**config.mk**
```make
export PLATFORM = sky130hd
export DESIGN_NAME = inv_mix_columns_seq
export DESIGN_NICKNAME = d
export VERILOG_FILES = /design/src/rtl/aes_pkg.sv /design/src/rtl/inv_mix_column_word.sv /design/src/rtl/inv_mix_columns_seq.sv
export SDC_FILE = /design/constraint.sdc
export NUM_CORES = 1
export LEC_CHECK = 0
export CAP_MARGIN = 10
export CORE_MARGIN = 3
export CORE_UTILIZATION = 48
export DETAILED_ROUTE_END_ITERATION = 10
export PLACE_DENSITY = 0.89
export SLEW_MARGIN = 10
export SYNTH_ARGS = -nofsm -noshare
export SYNTH_HDL_FRONTEND = slang
export SYNTH_SLANG_ARGS = --single-unit
```
**constraint.sdc**
```tcl
create_clock -name clk -period 3.6 [get_ports clk]
set_input_delay 1.08 -clock clk [delete_from_list [all_inputs] [get_ports clk]]
set_output_delay 1.08 -clock clk [all_outputs]
set_load 0.02 [all_outputs]
```
**src/rtl/aes_pkg.sv**
```systemverilog
// Shared AES types, constants and GF(2^8) helpers used by the inverse round datapath.
package aes_pkg;

    localparam logic [7:0] AES_POLY = 8'h1b;

    typedef logic [7:0]  aes_byte_t;
    typedef logic [31:0] aes_col_t;

    typedef enum logic [1:0] {
        ST_IDLE = 2'd0,
        ST_BUSY = 2'd1,
        ST_DONE = 2'd2
    } imc_state_e;

    localparam aes_byte_t INV_MC_E = 8'h0e;
    localparam aes_byte_t INV_MC_B = 8'h0b;
    localparam aes_byte_t INV_MC_D = 8'h0d;
    localparam aes_byte_t INV_MC_9 = 8'h09;

    function automatic aes_byte_t xtime(input aes_byte_t a);
        return {a[6:0], 1'b0} ^ (a[7] ? AES_POLY : 8'h00);
    endfunction

    // Shift-and-add multiply; with constant k this folds down to an xtime chain plus XORs.
    function automatic aes_byte_t gf_mul(input aes_byte_t a, input aes_byte_t k);
        aes_byte_t acc;
        aes_byte_t p;
        acc = '0;
        p   = a;
        for (int i = 0; i < 8; i++) begin
            if (k[i]) acc = acc ^ p;
            p = xtime(p);
        end
        return acc;
    endfunction

endpackage

```
**src/rtl/inv_mix_column_word.sv**
```systemverilog
// Combinational InvMixColumns of one 32-bit column; row 0 is the most significant byte.
module inv_mix_column_word
    import aes_pkg::*;
(
    input  aes_col_t i_col,
    output aes_col_t o_col
);

    aes_byte_t w_a [4];

    assign w_a[0] = i_col[31:24];
    assign w_a[1] = i_col[23:16];
    assign w_a[2] = i_col[15:8];
    assign w_a[3] = i_col[7:0];

    for (genvar r = 0; r < 4; r++) begin : g_row
        assign o_col[31-8*r -: 8] = gf_mul(w_a[r],         INV_MC_E)
                                  ^ gf_mul(w_a[(r+1) % 4], INV_MC_B)
                                  ^ gf_mul(w_a[(r+2) % 4], INV_MC_D)
                                  ^ gf_mul(w_a[(r+3) % 4], INV_MC_9);
    end

endmodule

```
**src/rtl/inv_mix_columns_seq.sv**
```systemverilog
// Iterative InvMixColumns: accepts a 128-bit state, transforms COLS_PER_CYCLE columns per cycle,
// then holds the result until the consumer takes it.
//   state | meaning
//   IDLE  | waiting for a block, in_ready=1
//   BUSY  | transforming columns of the work register
//   DONE  | result on state_out, out_valid=1 until out_ready
module inv_mix_columns_seq
    import aes_pkg::*;
#(
    parameter int COLS_PER_CYCLE = 1
) (
    input  logic         clk,
    input  logic         rst_n,
    input  logic         in_valid,
    output logic         in_ready,
    input  logic [127:0] state_in,
    output logic         out_valid,
    input  logic         out_ready,
    output logic [127:0] state_out
);

    if (COLS_PER_CYCLE != 1 && COLS_PER_CYCLE != 2 && COLS_PER_CYCLE != 4) begin : g_bad_cfg
        $error("inv_mix_columns_seq: COLS_PER_CYCLE must be 1, 2 or 4");
    end

    // With 4 columns per cycle the step wraps to 0, which keeps the counter parked at column 0.
    localparam logic [1:0] COL_STEP = 2'(COLS_PER_CYCLE);
    localparam logic [1:0] COL_LAST = 2'(4 - COLS_PER_CYCLE);

    imc_state_e   r_state;
    imc_state_e   w_next;
    logic [1:0]   r_col;
    logic [127:0] r_work;
    logic [127:0] w_work_nxt;
    logic         w_accept;

    logic [1:0]   w_idx     [COLS_PER_CYCLE];
    aes_col_t     w_col_in  [COLS_PER_CYCLE];
    aes_col_t     w_col_out [COLS_PER_CYCLE];

    for (genvar k = 0; k < COLS_PER_CYCLE; k++) begin : g_col
        assign w_idx[k]    = r_col + 2'(k);
        assign w_col_in[k] = r_work[127 - 32*w_idx[k] -: 32];

        inv_mix_column_word u_word (
            .i_col (w_col_in[k]),
            .o_col (w_col_out[k])
        );
    end

    always_comb begin
        w_work_nxt = r_work;
        for (int k = 0; k < COLS_PER_CYCLE; k++) begin
            w_work_nxt[127 - 32*w_idx[k] -: 32] = w_col_out[k];
        end
    end

    always_comb begin
        w_next    = r_state;
        in_ready  = 1'b0;
        out_valid = 1'b0;
        case (r_state)
            ST_IDLE: begin
                in_ready = 1'b1;
                if (in_valid) w_next = ST_BUSY;
            end
            ST_BUSY: begin
                if (r_col == COL_LAST) w_next = ST_DONE;
            end
            ST_DONE: begin
                out_valid = 1'b1;
                if (out_ready) begin
                    in_ready = 1'b1;
                    w_next   = in_valid ? ST_BUSY : ST_IDLE;
                end
            end
            default: w_next = ST_IDLE;
        endcase
    end

    assign w_accept  = in_valid && in_ready;
    assign state_out = r_work;

    always_ff @(posedge clk or negedge rst_n) begin
        if (!rst_n) begin
            r_state <= ST_IDLE;
            r_col   <= 2'd0;
            r_work  <= '0;
        end else begin
            r_state <= w_next;
            if (w_accept) begin
                r_work <= state_in;
                r_col  <= 2'd0;
            end else if (r_state == ST_BUSY) begin
                r_work <= w_work_nxt;
                r_col  <= r_col + COL_STEP;
            end
        end
    end

endmodule

```
==> metrics <==
Iter 0 DRT Violations 568; hold crit path type reg2reg; Port Buffer Count 261; relative slew slack roughly 19%; via count approximately 7,400; die width approximately 140 um; Die H 139 um; Reg2Reg Setup Slack 0.25 ns; first-pass GRT wire length about 47,000 um; RR Startpoint r_col[0]; Final Max Tran Viols 0; final instance area between 0.01 and 0.015 mm2; GR Layer Usage met2 53.5%; drt total wl roughly 31,000 um; largest net degree at the start of global routing 68; Gate Count Post-Synth 709; GPL Wtd Cong just under 1; gr ovfl total 0; post-route ant nets 0; synth unique cells 30; MaxCap Viol Count 0; synthesized cell area ~0.0085 mm2; measured slew at the worst slew-check pin approximately 1.2 ns; Post-CTS Setup Bufs 0; critical path launch point type input pin; r2r endpoint state_out[101]; setup tns final 0 ns; CTS Hold Bufs 0; Starting Density between 40% and 50%; IO Pins about 260; vias in the first global route 7,914; DRT Pass-1 Iters 6; Setup crit end kind output pin; minimum clock period after layout between 3 and 4 ns; Worst-Skew Late Latency about 0.43 ns; CP arrival 2.36 ns; die area 0.0194 mm2; Worst Reg-to-Reg Cells 7; pre-CTS setup slack ~0.14 ns; kind of critical path in2out; final clock skew 0.0109 ns; core region area ~0.017 mm2; post-detail-place hpwl between 20,000 and 25,000 um; met1 usage slightly below 40%; TritonCTS Sinks ~130; Routed WL per cell 25.7 um; Layout area overhead 41.4%; Syn. warnings 0; Root Buffer clkbuf_16; RSZ-0062 raised after global routing no; CTS max path bufs 2; status completed; Setup WS post-layout roughly 0.16 ns; final hold violations 0; Worst Setup EP in_ready; CTS tree done; cts bufs inserted 17; Worst Path Required 2.52 ns; Ant. Diodes 0; DP Area 0.0114 mm2; FP Rows between 40 and 50; Synth Register Bits 132; FMAX 291 MHz; M3 GR Usage under 10%; Seq/Total Area, Yosys roughly two fifths; CP startpoint out_ready; post-CTS resize count 0; clock slew at reported path FFs about 0.06 ns; DRC viols 0; fraction of layout cells with a size suffix above 1 a little under an eighth; Top Usage Layer GRT met2; Avg Synthesized Cell Area between 10 and 15 um2; # H-tree levels 4; gr usage total 31.5%; Worst Path Max Fanout 3; post-synthesis net count 845; period utilization between 90% and 100%; final-layout fill cell count between 1,000 and 1,500; antenna violations before repair 0; final setup fails 0; post-DR vias/cell a little over 6; nets 1,090
## cell families (layout without fill, tap and decap cells)
logic type | count (synthesis) | in the layout | synth area share (%)
compound gates | 264 | 264 | 19.3
simple gates | 18 | 18 | 1.09
buf+inv | 64 | 322 | 3.80
xor+xnor | 195 | 195 | 27.9
fa+ha+maj | 4 | 4 | 0.588
flops | 132 | 132 | 38.8
mux | 32 | 32 | 8.47
## worst min path at each step
stage	start	endpoint	slack (ns)	cells past startpoint
6_report	state_out[121]	state_out[121]	0.54	2
5_1_grt	r_state[1]	r_state[0]	0.55	1
4_1_cts	r_state[1]	r_state[0]	0.53	1
3_5_place_dp	r_state[1]	r_state[0]	0.51	1
3_3_place_gp	r_state[1]	r_state[0]	0.51	1
2_1_floorplan	r_state[1]	r_state[0]	0.46	1
## critical path, stage by stage
cell	delay (ns)
clkdlybuf4s50_1	0.44
nor2b_1	0.24
nor2_1	0.07
clkdlybuf4s50_1	0.54
## metrics by stage
step,hold WS [ns],util [%],instances
2_1_floorplan,0.465,-,709
3_3_place_gp,0.509,65.8,1160
3_5_place_dp,0.512,65.8,1160
4_1_cts,0.535,69.5,1192
5_1_grt,0.549,69.5,1192
6_report,0.536,69.5,1192
## routing by layer
layer	vias to the layer above	part of all wire, %
met5	-	0
met3	89	9.7
met2	496	50
met1	3717	37
li1	3127	-
met4	0	3.5
## cell type report
class                           instances  area (um2)  area share (%)
Tap cell                              225         282            2.34
Clock inverter                         14         198            1.64
Multi-Input combinational cell        513        4930            41.0
Timing Repair Buffer                  286        2850            23.7
Clock buffer                           18         439            3.65
Inverter                                4        15.0           0.125
Sequential cell                       132        3310            27.5
## cell usage in the layout (no fill, tap or decap), drive strengths merged
cell type | netlist | layout
clkdlybuf4s50 | 0 | 260
dfrtp | 132 | 132
o21ai | 129 | 129
a22oi | 128 | 128
xnor2 | 128 | 128
mux4 | 32 | 32
xor2 | 31 | 31
xnor3 | 31 | 31
buf | 21 | 26
clkbuf | 39 | 18
inv | 4 | 8
nor2 | 6 | 6
a21oi | 6 | 6
nor2b | 5 | 5
xor3 | 5 | 5
ha | 4 | 4
bufinv | 0 | 4
clkinv | 0 | 4
nand4 | 3 | 3
nand3 | 2 | 2
clkinvlp | 0 | 2
nand2 | 1 | 1
and2 | 1 | 1
a22o | 1 | 1
## registers in the layout (all words and copies together) (netlist names)
register and cells:
r_state 2, r_col 2, state_out 128
## synth_stat cells, drive strengths merged
cell type | n | area share, %
a21oi | 6 | 0.35
clkbuf | 39 | 1.7
nand4 | 3 | 0.22
nor2b | 5 | 0.37
xnor2 | 128 | 15
a22o | 1 | 0.10
nand3 | 2 | 0.12
xor2 | 31 | 3.4
dfrtp | 132 | 39
and2 | 1 | 0.074
mux4 | 32 | 8.5
xor3 | 5 | 1.4
a22oi | 128 | 11
ha | 4 | 0.59
o21ai | 129 | 7.6
inv | 4 | 0.18
nor2 | 6 | 0.26
buf | 21 | 1.9
nand2 | 1 | 0.044
xnor3 | 31 | 8.2
Power is left out: the tool's default activity adds up to more than one toggle a clock period on the data nets, which glitch-free logic cannot reach.
